`src/rtl/uart_pkg.sv`:
```
// Shared types and constants for the parametrised UART receiver.
`timescale 1ns/1ps
package uart_pkg;

  typedef enum logic [2:0] {
    IDLE,
    START,
    DATA,
    PARITY,
    STOP,
    WAIT_HIGH
  } uart_state_e;

  localparam logic LINE_IDLE = 1'b1;

  // Bit-period counter width: one spare bit above what CLKS_PER_BIT-1 needs.
  function automatic int cnt_width(input int clks_per_bit);
    return $clog2(clks_per_bit) + 1;
  endfunction

endpackage

```
`src/rtl/uart_sync.sv`:
```
// Metastability synchroniser for the asynchronous RX line; all stages reset to the idle level.
`timescale 1ns/1ps
module uart_sync
  import uart_pkg::*;
#(
  parameter int STAGES = 2
) (
  input  logic clk_i,
  input  logic srst_i,
  input  logic d_i,
  output logic q_o
);

  logic [STAGES-1:0] sync_q;

  always_ff @(posedge clk_i) begin
    if (srst_i) begin
      sync_q <= {STAGES{LINE_IDLE}};
    end else begin
      sync_q <= {sync_q[STAGES-2:0], d_i};
    end
  end

  assign q_o = sync_q[STAGES-1];

endmodule

```
`src/rtl/uart_rx_param.sv`:
```
// Parametrised UART receiver with a one-entry ready/valid output buffer.
// Define UART_RX_PARITY_EN to add a parity bit (sense set by PARITY_ODD) between data and stop.
`timescale 1ns/1ps
module uart_rx_param
  import uart_pkg::*;
#(
  parameter int CLKS_PER_BIT = 100,
  parameter int DATA_BITS    = 8,
  parameter int SYNC_STAGES  = 2,
  parameter int PARITY_ODD   = 0
) (
  input  logic                 CLK,
  input  logic                 RESET,
  input  logic                 RX,
  output logic [DATA_BITS-1:0] data,
  output logic                 valid,
  input  logic                 ready,
  output logic                 frame_err,
  output logic                 overrun,
  output logic                 parity_err
);

  localparam int CW = cnt_width(CLKS_PER_BIT);
  localparam int IW = $clog2(DATA_BITS + 1);
  localparam logic [CW-1:0] CNT_HALF = CW'(CLKS_PER_BIT / 2 - 1);
  localparam logic [CW-1:0] CNT_FULL = CW'(CLKS_PER_BIT - 1);
  localparam logic [IW-1:0] IDX_LAST = IW'(DATA_BITS - 1);
`ifdef UART_RX_PARITY_EN
  localparam uart_state_e AFTER_DATA = PARITY;
  localparam logic        PAR_SENSE  = (PARITY_ODD != 0);
`else
  localparam uart_state_e AFTER_DATA = STOP;
`endif

  if (CLKS_PER_BIT < 4 || DATA_BITS < 5 || DATA_BITS > 9 || SYNC_STAGES < 2 ||
      (PARITY_ODD != 0 && PARITY_ODD != 1)) begin : g_bad_params
    $error("uart_rx_param: illegal parameter set");
  end

  logic rxs;

  uart_sync #(.STAGES(SYNC_STAGES)) u_sync (
    .clk_i (CLK),
    .srst_i(RESET),
    .d_i   (RX),
    .q_o   (rxs)
  );

  uart_state_e          state_q, state_d;
  logic [CW-1:0]        cnt_q, cnt_d;
  logic [IW-1:0]        idx_q, idx_d;
  logic [DATA_BITS-1:0] shreg_q, shreg_d;
  logic [DATA_BITS-1:0] data_q, data_d;
  logic                 valid_q, valid_d;
  logic                 frame_err_q, frame_err_d;
  logic                 overrun_q, overrun_d;
  logic                 word_done, frame_bad, par_bad;
`ifdef UART_RX_PARITY_EN
  logic                 par_bit_q, par_bit_d;
  logic                 parity_err_q, parity_err_d;
`endif

  always_ff @(posedge CLK) begin
    if (RESET) begin
      state_q      <= IDLE;
      cnt_q        <= '0;
      idx_q        <= '0;
      shreg_q      <= '0;
      data_q       <= '0;
      valid_q      <= 1'b0;
      frame_err_q  <= 1'b0;
      overrun_q    <= 1'b0;
`ifdef UART_RX_PARITY_EN
      par_bit_q    <= 1'b0;
      parity_err_q <= 1'b0;
`endif
    end else begin
      state_q      <= state_d;
      cnt_q        <= cnt_d;
      idx_q        <= idx_d;
      shreg_q      <= shreg_d;
      data_q       <= data_d;
      valid_q      <= valid_d;
      frame_err_q  <= frame_err_d;
      overrun_q    <= overrun_d;
`ifdef UART_RX_PARITY_EN
      par_bit_q    <= par_bit_d;
      parity_err_q <= parity_err_d;
`endif
    end
  end

  // Frame sequencer: every sample point is reached when the bit counter hits zero.
  always_comb begin
    state_d   = state_q;
    cnt_d     = cnt_q;
    idx_d     = idx_q;
    shreg_d   = shreg_q;
    word_done = 1'b0;
    frame_bad = 1'b0;
    par_bad   = 1'b0;
`ifdef UART_RX_PARITY_EN
    par_bit_d = par_bit_q;
`endif
    case (state_q)
      IDLE: begin
        if (rxs != LINE_IDLE) begin
          state_d = START;
          cnt_d   = CNT_HALF;
        end
      end
      START: begin
        if (cnt_q == '0) begin
          if (rxs != LINE_IDLE) begin
            state_d = DATA;
            idx_d   = '0;
            cnt_d   = CNT_FULL;
          end else begin
            state_d = IDLE;
          end
        end else begin
          cnt_d = cnt_q - CW'(1);
        end
      end
      DATA: begin
        if (cnt_q == '0) begin
          shreg_d = {rxs, shreg_q[DATA_BITS-1:1]};
          cnt_d   = CNT_FULL;
          if (idx_q == IDX_LAST) begin
            state_d = AFTER_DATA;
          end else begin
            idx_d = idx_q + IW'(1);
          end
        end else begin
          cnt_d = cnt_q - CW'(1);
        end
      end
`ifdef UART_RX_PARITY_EN
      PARITY: begin
        if (cnt_q == '0) begin
          par_bit_d = rxs;
          cnt_d     = CNT_FULL;
          state_d   = STOP;
        end else begin
          cnt_d = cnt_q - CW'(1);
        end
      end
`endif
      STOP: begin
        if (cnt_q == '0) begin
`ifdef UART_RX_PARITY_EN
          par_bad = ((^shreg_q) ^ PAR_SENSE) != par_bit_q;
`endif
          // A parity failure owns the frame: the stop bit only steers WAIT_HIGH entry.
          if (rxs == LINE_IDLE) begin
            state_d   = IDLE;
            word_done = !par_bad;
          end else begin
            state_d   = WAIT_HIGH;
            frame_bad = !par_bad;
          end
        end else begin
          cnt_d = cnt_q - CW'(1);
        end
      end
      WAIT_HIGH: begin
        if (rxs == LINE_IDLE) begin
          state_d = IDLE;
        end
      end
      default: state_d = IDLE;
    endcase
  end

  always_comb begin
    data_d      = data_q;
    valid_d     = valid_q;
    frame_err_d = frame_bad;
    overrun_d   = 1'b0;
`ifdef UART_RX_PARITY_EN
    parity_err_d = par_bad;
`endif
    if (valid_q && ready) begin
      valid_d = 1'b0;
    end
    if (word_done) begin
      if (!valid_q || ready) begin
        data_d  = shreg_q;
        valid_d = 1'b1;
      end else begin
        overrun_d = 1'b1;
      end
    end
  end

  assign data      = data_q;
  assign valid     = valid_q;
  assign frame_err = frame_err_q;
  assign overrun   = overrun_q;
`ifdef UART_RX_PARITY_EN
  assign parity_err = parity_err_q;
`else
  assign parity_err = 1'b0;
`endif

endmodule

```
`config.mk`:
```
export PLATFORM = sky130hd
export DESIGN_NAME = uart_rx_param
export DESIGN_NICKNAME = d
export VERILOG_FILES = /design/src/rtl/uart_pkg.sv /design/src/rtl/uart_sync.sv /design/src/rtl/uart_rx_param.sv
export SDC_FILE = /design/constraint.sdc
export NUM_CORES = 1
export LEC_CHECK = 0
export ABC_AREA = 1
export CORE_MARGIN = 5
export CORE_UTILIZATION = 30
export CTS_CLUSTER_SIZE = 28
export DETAILED_ROUTE_END_ITERATION = 10
export MAX_ROUTING_LAYER = met4
export PLACE_DENSITY = 0.56
export SYNTH_ARGS = -nofsm -noshare
export SYNTH_HDL_FRONTEND = slang
export SYNTH_SLANG_ARGS = --single-unit
```
`constraint.sdc`:
```
create_clock -name CLK -period 1.6 [get_ports CLK]
set_clock_uncertainty 0.15 [all_clocks]
set_input_delay 0.16 -clock CLK [delete_from_list [all_inputs] [get_ports CLK]]
set_output_delay 0.16 -clock CLK [all_outputs]
set_load 0.1 [all_outputs]
```
Word level (Yosys, flattened, before mapping)
Cells that the tools add are included.
Word-level totals
  bits in registers: 36
  output and inout bits: 12
Cells by class
  add/subtract/negate cells: 2
  equal/unequal tests: 15
  multiplexer cells: 28
  bitwise gates (word level): 3
  reduce and logical (&&, ||, !) cells: 14
Operators by type and width (number)
  8-bit two-way mux: 5
  8-bit one-hot mux with 4 select lines: 1
  3-bit two-way mux: 7
  4-bit two-way mux: 4
  2-bit inequality test, second input constant: 8
  3-bit one-hot mux with 5 select lines: 1
  8-bit zero test: 1
  1-bit two-way mux: 8
  4-bit one-hot mux with 2 select lines: 1
  8-bit by 1-bit subtractor with 8-bit output, second input constant: 1
  3-bit == test, second input constant: 2
  6-bit AND reduction: 1
  5-bit AND reduction: 1
  4-bit by 1-bit adder with 4-bit output, second input constant: 1
  4-bit by 3-bit == test with 1-bit output, second input constant: 1
  2-bit AND reduction: 2
  4-bit AND reduction: 1
  4-bit nonzero test: 1
  3-bit by 1-bit == test with 1-bit output, second input constant: 1
  3-bit by 2-bit == test with 1-bit output, second input constant: 1
  3-bit zero test: 1
  3-bit inequality test, second input constant: 1
  1-bit NOT: 3
  3-bit OR reduction: 1
  7 further kinds: 7

Depth between registers and ports, before layout
Gate-level depths: netlist of run 1.
  depth after elaboration: 5
  mapped depth: 11
  mapped depth without buffers: 10

Cells and area by module
Synthesis of run 1 repeated with hierarchy kept, for this count alone.
Second synthesis, totals
  cells, all modules: 237
  area total of the unflattened synthesis: 1717.9 sq um
Modules (own cells, without submodules)
  uart_rx_param: instances 1, cells an instance 230, area an instance 1659.1 sq um, seq. area each 680.7 sq um
  uart_sync: instances 1, cells an instance 7, area an instance 58.8 sq um, seq. area each 40.0 sq um

Least setup slack after synthesis of run 1
OpenSTA, ideal clock, no wires.
  kind: register to register
  start point: reg valid_q (netlist: valid)
  end point: reg data_q[0] (netlist: data[0])
  library setup time: 118 ps
  data arrival time: 1497 ps
  setup slack: -165 ps
  stages on the path, launching flop included: 6
  path buffers: 0
  period minus slack after synthesis: 1765 ps
  cells stage by stage: dfxtp_1 -> inv_1 -> nor2_1 -> nor2_4 -> o21ai_0 -> nor2_1
Between the ends
  longest elaborated chain between the ends: 3
RTL lines
  from (decl): RTL line uart_rx_param.sv:54  | logic valid_q, valid_d;
  from (signal assigned): RTL line uart_rx_param.sv:83  | valid_q <= valid_d;
  1-bit zero test: RTL line uart_rx_param.sv:187  | if (!valid_q || ready) begin
  1-bit logical OR: RTL line uart_rx_param.sv:187
  2-bit AND reduction (no source line)
  to (signal assigned): RTL line uart_rx_param.sv:82  | data_q <= data_d;
  to (decl): RTL line uart_rx_param.sv:53  | logic [DATA_BITS-1:0] data_q, data_d;
Every way passes these cells.
A chain may end at the register's enable or synchronous reset.

Worst setup path in the final report of run 1
  start point: reg state_q[2]
  end point: reg cnt_q[0]
Between the ends
  longest elaborated chain between the ends: 3
  elaborated cells between the ends (all ways): 10
  those cells by class: eq/ne: 6; mux: 1; reduce/logical: 3
RTL lines
  from (decl): RTL line uart_rx_param.sv:49  | uart_state_e state_q, state_d;
  from (signal assigned): RTL line uart_rx_param.sv:78  | state_q <= state_d;
  3-bit by 1-bit == test with 1-bit output, or another cell as far along: RTL line uart_rx_param.sv:105  | case (state_q)
  3-bit inequality test (no source line), or another cell as far along
  4-bit AND reduction (no source line)
  to (signal assigned): RTL line uart_rx_param.sv:79  | cnt_q <= cnt_d;
  to (decl): RTL line uart_rx_param.sv:50  | logic [CW-1:0] cnt_q, cnt_d;
Several ways; a longest one is shown, not always the timed one.

==> results.py, run 1 <==
metrics = {
    "sta": {
        "finalCriticalPeriod_ps": 1600,
        "timing_hold_violations_final": 0,
        "fin_ws_ps": -4.83,
        "tightest_slew_ps": 586,
        "rsz0062_at_grt": "true",
        "fmax_ghz": 0.623,
        "slew_violations": 0,
        "min_period_over_period_pct": 100,
        "relSlewSlack_pct": 60.9,
        "setup_viol": 1,
    },
    "finish": {
        "layout.nets": 304,
        "final_cell_mix": "46 x nor2_1, 43 x nand2_1, 29 x dfxtp_1",
        "layout_commonest_cell": "nor2_1",
        "drive_above_1_share_pct": 35.1,
        "area_delta_synth_final_pct": 43.8,
        "diodes": 0,
        "finalCoreUtilization_pct": 44.1,
        "fill_cells": 585,
    },
    "setup_path": {
        "r2r-start": "state_q[2]",
        "ff2ff_path_depth": 7,
        "r2r_end": "cnt_q[0]",
        "crit_path_end_kind": "register",
        "critical_path.max_fanout": 7,
        "crit_required_ps": 1620,
        "cp.arrival_ps": 1630,
        "cp-start-kind": "register",
        "reg2reg_slack_ps": -5,
        "crit_type": "reg2reg",
    },
    "place": {
        "pre_cts_ws_ps": -25.1,
        "hpwl_mm": 3.05,
        "io_buffers": 14,
        "globalplace.congestion": 0.848,
    },
    "grt": {
        "grt_max_degree": 22,
        "grt_pass1_vias": 1653,
        "grt_usage_pct": 12.4,
        "antenna_found_initial": 0,
        "grt_pass1_wl_mm": 7.43,
        "overflow": 0,
    },
    "clocking": {
        "htreeDepth": 2,
        "numCtsBuffers": 5,
        "clock_latency_ps": 290,
        "cts_tree": "done",
        "clk_pin_slew_ps": 80,
        "cts_max_path_buffers": 2,
        "cts-hold-fix-buffers": 0,
        "cts-root-buf": "clkbuf_8",
        "clock_sinks": 36,
    },
    "die": {
        "die_w_um": 87.6,
        "rows": 28,
        "die_y_um": 87.6,
        "dieArea_um2": 7670,
        "io_pins": 16,
        "core_um2": 5890,
        "initial_utilization_pct": 30.7,
    },
    "run": {
        "cap_violations": 0,
    },
    "yosys": {
        "ys_ff_latch": 36,
        "syn_inst": 261,
        "synth_top_cell_area_share_pct": 39.9,
        "ys_seq_area_share_pct": 39.9,
        "yosys_warnings": 0,
        "synth_area_per_cell_um2": 6.91,
        "syn_nets": 267,
        "yosys.area.top_type": "dfxtp_1",
        "ys_top_cells_by_area": "dfxtp_1 40%, nand2_1 11%, nor2_1 10%",
        "synth_area_um2": 1800,
        "synth_cell_type_count": 26,
    },
    "power_and_ir_drop": {
        "p_clk_share_pct": 14.6,
        "irDropWorstVdd_v": 0.000676,
        "p_leak_nw": 1.11,
        "p_switching_mw": 2.07,
        "seq_power_share_pct": 26.7,
        "swShare_pct": 46.6,
        "intPower_mw": 2.38,
        "comb_power_share_pct": 58.7,
        "power.density_nw_per_um2": 1710,
    },
    "outcome": {
        "status": "finished, violations left",
        "violations": "setup timing",
    },
    "route": {
        "vias": 1717,
        "avgViaCountPerCell": 4.59,
        "drc": 0,
        "drt_iter0_drc": 80,
        "wl_per_cell_um": 12.0,
        "drt_pass1_iterations": 4,
        "route.final.wire_length_mm": 4.48,
        "final_antenna_net_count": 0,
    },
    "hold_path": {
        "holdCritStartpoint": "u_sync.sync_q[0]",
        "whs_endpoint": "u_sync.sync_q[1]",
        "hp-class": "reg2reg",
        "min_path_cells": 1,
    },
}
per-layer routing:
metal / part of all wire, % / track usage [%] / vias to the layer above
li1: - / - / 910
met5: 0 / - / -
met4: 1.0 / 2.51 / 0
met3: 2.8 / 3.67 / 6
met1: 48 / 16.1 / 782
met2: 48 / 19.2 / 19
per-stage QoR:
step / TNS [ps] / instances / hold WS [ps] / total power, mW / instance area (um^2)
after floorplan: 0 / 261 / 88.5 / 2.61 / 1820
after detailed placement: -147 / 361 / 248 / 3.20 / 2260
after global routing: -1780 / 374 / 289 / 4.83 / 2590
after CTS: -3.22 / 369 / 273 / 3.97 / 2380
after global placement: 0 / 361 / 246 / 3.18 / 2260
final: -4.83 / 374 / 262 / 4.45 / 2590
cells in the mapped netlist:
cell type,instances
inv_2,3
xor2_1,1
clkbuf_1,2
buf_1,1
inv_1,23
nor2_4,3
nor2_1,49
nand3_2,2
a21o_1,1
xnor2_1,1
a21oi_4,1
nor3_1,4
dfxtp_1,36
conb_1,1
o21ai_0,20
buf_4,2
nand2_4,4
nor2_2,4
ha_1,2
buf_6,1
nand2_1,54
nand4_1,8
nand3_1,18
or2_2,2
nand2_2,4
a21oi_1,14
worst max-delay path by stage:
stage	endpoint	slack (ps)	depth (start not counted)	startpoint
6_report	cnt_q[0]	-5	7	state_q[2]
5_1_grt	data[5]	-100	9	cnt_q[0]
4_1_cts	cnt_q[0]	-3	8	state_q[0]
3_5_place_dp	shreg_q[1]	-30	9	cnt_q[1]
3_3_place_gp	idx_q[2]	20	10	cnt_q[1]
2_1_floorplan	data[0]	30	9	cnt_q[1]
cell families (layout without fill, tap and decap cells):
kind of cell             after synthesis  in the layout  share of synthesized area (%)
AND/OR/NAND/NOR                      152            152                           39.3
adder cells (fa/ha/maj)                2              2                           1.39
flip-flops                            36             36                           39.9
other                                  1              1                          0.208
buffers and inverters                 32             70                           7.49
XOR/XNOR                               2              2                          0.971
AO/OA/AOI/OAI                         36             36                           10.7
state kept, by name (all words and copies together) (netlist names):
signal / count
shreg_q: 8
frame_err: 1
u_sync.sync_q: 2
idx_q: 4
overrun: 1
data: 8
state_q: 3
valid: 1
cnt_q: 8
cell type report:
cell class / count / area (um^2) / share of cell area (%)
clock inverters: 3 / 18.8 / 0.723
well taps: 75 / 93.8 / 3.62
clock buffers: 5 / 68.8 / 2.65
flip-flops and latches: 36 / 734 / 28.3
multi-input cells: 193 / 1140 / 43.8
inverters: 26 / 103 / 3.95
repair buffers: 36 / 439 / 16.9
repair_timing:
action / 4_1_cts / 5_1_grt
pin swaps: 2 / 24
setup endpoints to repair: 20 / 30
resized for setup: 9 / 51
buffers inserted: 0 / 5
gates cloned: 0 / 0
worst max-delay path: stages (launching register included):
cell     delay [ps]
dfxtp_2         420
nand2_1         110
nor2_4          160
nor2_2           70
nor2_4          280
nand2_8         100
nor3_2          120
nor2_1           70
power groups by stage:
stage	clock network, mW	registers (mW)	logic [mW]
detailed placement	0	1.18	2.02
global placement	0	1.18	2.00
CTS	0.676	1.16	2.13
global route	0.722	1.21	2.90
floorplan	0	1.21	1.40
finish	0.649	1.19	2.61
No activity file was read; power rests on OpenSTA's default activity.
==> run 2: changes to the inputs <==
--- a/config.mk
+++ b/config.mk
@@ -7,11 +7,11 @@
 export LEC_CHECK = 0
 export ABC_AREA = 1
 export CORE_MARGIN = 5
-export CORE_UTILIZATION = 30
+export CORE_UTILIZATION = 51
 export CTS_CLUSTER_SIZE = 28
 export DETAILED_ROUTE_END_ITERATION = 10
 export MAX_ROUTING_LAYER = met4
-export PLACE_DENSITY = 0.56
+export PLACE_DENSITY = 0.82
 export SYNTH_ARGS = -nofsm -noshare
 export SYNTH_HDL_FRONTEND = slang
 export SYNTH_SLANG_ARGS = --single-unit
==> run 2 against run 1 <==
  * The flow still finishes with violations (setup timing)
  * Global-route usage increased by 6.2 points
  * Total power decreased by 8.4%
  * Critical path depth increased by 3
  * Non-clock buffer count decreased by 4
  * Clock power decreased by 17%
  * Die area decreased by 37%
  * Cell area decreased by 6.9%
  * Routed wire length decreased by 7.0%
  * Core utilization increased by 27 points
  * Sequential cell count unchanged
  * Via count increased by 0.87%
  * Largest cell class unchanged
  * Largest power group unchanged
  * Highest routed layer unchanged
==> results.py, run 2 (synthesis gave the netlist of run 1 again) <==
metrics = {
    "sta": {
        "finalCriticalPeriod_ps": 1630,
        "relSlewSlack_pct": 62.0,
        "slew_violations": 0,
        "fin_ws_ps": -34.8,
        "finalSetupTns_ps": -149,
        "setup_viol": 9,
        "tightest_slew_ps": 570,
        "hold_slack_ps": 226,
        "min_period_over_period_pct": 102,
        "fmax_ghz": 0.612,
        "rsz0062_at_grt": "true",
        "timing_hold_violations_final": 0,
    },
    "outcome": {
        "violations": "setup timing",
        "status": "finished, violations left",
    },
    "place": {
        "hpwl_mm": 2.88,
        "place_area_um2": 2200,
        "globalplace.congestion": 0.867,
        "io_buffers": 14,
    },
    "route": {
        "wl_per_cell_um": 12.2,
        "final_antenna_net_count": 0,
        "drc": 0,
        "vias": 1732,
        "drt_pass1_iterations": 4,
        "route.final.wire_length_mm": 4.16,
        "avgViaCountPerCell": 5.08,
        "drt_iter0_drc": 106,
    },
    "run": {
        "cap_violations": 0,
    },
    "finish": {
        "diodes": 0,
        "drive_above_1_share_pct": 28.8,
        "final_area_um2": 2420,
        "layout.nets": 300,
        "final_cell_mix": "51 x nand2_1, 47 x nor2_1, 30 x dfxtp_1",
        "fill_cells": 256,
        "area_delta_synth_final_pct": 33.9,
        "layout_commonest_cell": "nand2_1",
    },
    "die": {
        "die_y_um": 69.5,
        "dieArea_um2": 4830,
        "rows": 21,
        "die_w_um": 69.5,
        "io_pins": 16,
        "core_um2": 3390,
        "initial_utilization_pct": 53.2,
    },
    "setup_path": {
        "cp.arrival_ps": 1730,
        "critical_path.max_fanout": 3,
        "cp-start-kind": "register",
        "crit_type": "reg2reg",
        "crit_required_ps": 1690,
        "crit_path_end_kind": "register",
    },
    "clocking": {
        "clk_pin_slew_ps": 130,
        "htreeDepth": 2,
        "cts-root-buf": "clkbuf_4",
        "clock_latency_ps": 350,
        "numCtsBuffers": 5,
        "clock_sinks": 36,
        "cts_tree": "done",
        "cts_max_path_buffers": 2,
    },
    "power_and_ir_drop": {
        "seq_power_share_pct": 29.2,
        "comb_power_share_pct": 57.7,
        "p_clk_share_pct": 13.1,
        "irDropWorstVdd_v": 0.000816,
        "power.density_nw_per_um2": 1690,
        "p_leak_nw": 1.09,
        "swShare_pct": 46.9,
        "p_switching_mw": 1.91,
        "intPower_mw": 2.16,
    },
    "grt": {
        "overflow": 0,
        "antenna_found_initial": 0,
        "grt_pass1_wl_mm": 7.18,
        "grt_pass1_vias": 1635,
        "grt_max_degree": 22,
        "grt_usage_pct": 18.6,
    },
    "hold_path": {
        "hp-class": "in2reg",
    },
}
==> run 2: changes by cell type in the layout (fill, tap and decap cells not counted), moves of 3 or more <==
cell      previous run  this run
a21oi_1              9        12
a21oi_2              5         2
buf_4               18        15
clkbuf_4             0         5
clkbuf_8             5         1
nand2_1             43        51
nand2_2             13         4
nand2_4              4         7
nand3_1              9        13
nand3_2              7         4
o21ai_0             14        20
o21ai_1              6         0
==> run 2: repair_timing <==
item / in CTS / in global routing
gates resized for setup: 9 / 24
hold buffers: 0 / 0
gates cloned: 0 / 1
buffers inserted: 2 / 1
pin swaps: 5 / 9
endpoints found under the setup margin: 21 / 31
==> run 2: power groups by stage <==
stage / combinational [mW] / clock (mW) / sequential, mW
6_report: 2.35 / 0.536 / 1.19
5_1_grt: 2.63 / 0.590 / 1.21
4_1_cts: 2.07 / 0.551 / 1.17
3_5_place_dp: 2.00 / 0 / 1.19
3_3_place_gp: 1.96 / 0 / 1.18
2_1_floorplan: 1.40 / 0 / 1.21
==> run 2: area by class of cell <==
| class | instances | area, um^2 | share of cell area (%) |
|---|---|---|---|
| clock buffers | 6 | 51.3 | 2.12 |
| well taps | 46 | 57.6 | 2.38 |
| inverters | 26 | 97.6 | 4.04 |
| clock inverters | 2 | 13.8 | 0.570 |
| multi-input cells | 193 | 1070 | 44.2 |
| repair buffers | 32 | 397 | 16.4 |
| flip-flops and latches | 36 | 731 | 30.2 |
==> run 2: critical path, cell delays in order, from the launching register on <==
cell and delay, ps:
dfxtp_2 350, inv_2 60, ha_4 150, nand3_2 90
nor2_4 140, buf_4 170, nand2_1 90, nand2_1 120
nand2_1 60, nand2_1 90, nor2_1 60
==> run 2: routing by layer <==
metal	vias up	global-route usage [%]	routed length [um]
met5	-	-	0
met4	0	7.81	65
met3	7	3.48	157
met2	34	30.2	2050
met1	785	22.5	1890
li1	906	-	-
==> run 2: path summary, 6_finish.rpt <==
path | startpoint | endpoint | slack, ps | cells past startpoint
setup / recovery | cnt_q[1] | cnt_q[3] | -30 | 10
hold / removal | RX | u_sync.sync_q[0] | 230 | 2
setup reg to reg | cnt_q[1] | cnt_q[3] | -30 | 10
hold reg to reg | u_sync.sync_q[0] | u_sync.sync_q[1] | 270 | 1
==> run 2: through the flow <==
| stage | setup WS [ps] | cells | util [%] | power [mW] |
|---|---|---|---|---|
| after floorplan | 26.9 | 261 | - | 2.61 |
| after global placement | 8.98 | 329 | 64.9 | 3.13 |
| after detailed placement | -30.0 | 329 | 64.9 | 3.19 |
| after CTS | -12.6 | 339 | 68.3 | 3.79 |
| after global routing | -167 | 341 | 71.3 | 4.43 |
| final | -34.8 | 341 | 71.3 | 4.08 |
==> run 3: changes to the inputs <==
--- a/config.mk
+++ b/config.mk
@@ -7,11 +7,11 @@
 export LEC_CHECK = 0
 export ABC_AREA = 1
 export CORE_MARGIN = 5
-export CORE_UTILIZATION = 51
+export CORE_UTILIZATION = 35
 export CTS_CLUSTER_SIZE = 28
 export DETAILED_ROUTE_END_ITERATION = 10
 export MAX_ROUTING_LAYER = met4
-export PLACE_DENSITY = 0.82
+export PLACE_DENSITY = 0.51
 export SYNTH_ARGS = -nofsm -noshare
 export SYNTH_HDL_FRONTEND = slang
 export SYNTH_SLANG_ARGS = --single-unit
==> run 3 against run 2 <==
  * The flow now finishes without violations
  * Clock power increased by 19%
  * Core utilization down 21 points
  * Sequential share of layout area decreased by 1.5 points
  * First-iteration DRC count is 40% lower
  * Register-to-register slack better by 70 ps
  * Maximum frequency up 4.4%
  * Sequential cell count is the same
  * Largest power group unchanged
==> results.py, run 3 (synthesis gave the netlist of run 1 again) <==
metrics = {
    "outcome": {
        "status": "finished, final reports clean",
    },
    "die": {
        "die_y_um": 81.8,
        "core_um2": 5040,
        "die_w_um": 81.8,
        "dieArea_um2": 6690,
        "io_pins": 16,
        "initial_utilization_pct": 35.8,
        "rows": 26,
    },
    "power_and_ir_drop": {
        "p_leak_nw": 1.15,
        "p_clk_share_pct": 15.0,
        "finalPower_mw": 4.26,
        "power.density_nw_per_um2": 1670,
        "irDropWorstVdd_v": 0.000805,
        "intPower_mw": 2.37,
        "p_switching_mw": 1.89,
        "seq_power_share_pct": 27.7,
        "swShare_pct": 44.4,
        "comb_power_share_pct": 57.3,
    },
    "place": {
        "globalplace.congestion": 0.836,
        "io_buffers": 14,
        "hpwl_mm": 3.16,
        "pre_cts_ws_ps": -55.5,
    },
    "grt": {
        "grt_usage_pct": 15.0,
        "grt_pass1_wl_mm": 7.61,
        "antenna_found_initial": 0,
        "grt_max_degree": 22,
        "overflow": 0,
        "grt_pass1_vias": 1728,
    },
    "clocking": {
        "cts_max_path_buffers": 2,
        "numCtsBuffers": 5,
        "clk_pin_slew_ps": 80,
        "htreeDepth": 2,
        "cts-root-buf": "clkbuf_8",
        "clock_sinks": 36,
        "clock_latency_ps": 280,
        "cts-hold-fix-buffers": 0,
        "cts_tree": "done",
    },
    "sta": {
        "fmax_ghz": 0.638,
        "setup_viol": 0,
        "timing_hold_violations_final": 0,
        "min_period_over_period_pct": 97.9,
        "finalCriticalPeriod_ps": 1570,
        "slew_violations": 0,
        "rsz0062_at_grt": "true",
        "fin_ws_ps": 33.8,
    },
    "route": {
        "route.final.wire_length_mm": 4.32,
        "wl_per_cell_um": 11.5,
        "drc": 0,
        "final_antenna_net_count": 0,
        "drt_pass1_iterations": 4,
        "avgViaCountPerCell": 4.62,
        "drt_iter0_drc": 64,
        "vias": 1742,
    },
    "setup_path": {
        "cp.buffers_inverters": 2,
        "crit_required_ps": 1640,
        "critical_path.max_fanout": 8,
        "crit_path_end_kind": "register",
        "cp-start-kind": "register",
        "max_stage_delay_ps": 320,
        "worst_path_dominant_cell_family": "simple AND/OR/NAND/NOR gates",
        "cp.arrival_ps": 1600,
        "crit_type": "reg2reg",
        "slowest_stage": "dfxtp_2",
        "crit_path_cell_trace": "inv_2, ha_4, nand3_2, nor2_4, nand3_2, nor2_4, inv_2, nor2_1, nor2_1",
    },
    "run": {
        "cap_violations": 0,
    },
    "finish": {
        "drive_above_1_share_pct": 30.9,
        "layout.nets": 312,
        "final_cell_mix": "51 x nand2_1, 46 x nor2_1, 28 x dfxtp_1",
        "layout_commonest_cell": "nand2_1",
        "area_delta_synth_final_pct": 41.6,
        "finalCoreUtilization_pct": 50.7,
        "diodes": 0,
    },
    "hold_path": {
        "hp-class": "reg2reg",
    },
}
-- run 3: cell count changes in the layout (fill, tap and decap cells not counted), sizes merged --
cell	delta
inv	-1
buf	+12
clkbuf	+1
-- run 3: final timing paths --
| kind | startpoint | cells past startpoint | slack (ps) | to |
|---|---|---|---|---|
| min reg2reg | u_sync.sync_q[0] | 1 | 270 | u_sync.sync_q[1] |
| min | u_sync.sync_q[0] | 1 | 270 | u_sync.sync_q[1] |
| max reg2reg | cnt_q[0] | 9 | 30 | data[6] |
| max | cnt_q[0] | 9 | 30 | data[6] |
-- run 3: cell type report --
type | instances | area, um^2
clock buffer | 7 | 76.3
sequential | 36 | 733
tap | 70 | 87.6
clock inverter | 1 | 8.76
multi-input combinational | 193 | 1040
inverter | 26 | 97.6
timing repair buffer | 44 | 508
fill | 513 | 2490
-- run 3: power groups by stage --
stage	registers (mW)	clock network [mW]	logic, mW
final	1.18	0.638	2.44
after global routing	1.20	0.710	2.73
after CTS	1.16	0.665	2.15
after detailed placement	1.17	0	2.11
after global placement	1.18	0	2.10
after floorplan	1.21	0	1.40
-- run 3: worst register-to-register path: stages, from the launching register on --
cell,delay (ps)
dfxtp_2,320
inv_2,70
ha_4,160
nand3_2,90
nor2_4,120
nand3_2,130
nor2_4,160
inv_2,100
nor2_1,110
nor2_1,60
-- run 3: repair_timing --
action	in CTS	in global routing
endpoints found under the setup margin	13	30
buffers inserted	0	5
hold endpoints to repair	0	0
pin swaps	1	14
gates resized for setup	4	28
-- run 3: layer usage --
layer  global-route usage, %  share of wire (%)
met4                    4.82                1.9
met2                    24.1                 48
met3                    3.84                3.2
met1                    18.4                 47
met5                       -                  0
-- run 3: stage by stage --
step	instances	hold slack [ps]	TNS [ps]	cell area [um^2]
after global routing	377	291	-969	2550
after detailed placement	364	253	-388	2340
after global placement	364	253	0	2340
after floorplan	261	88.5	0	1820
after CTS	372	276	0	2440
final	377	271	0	2550
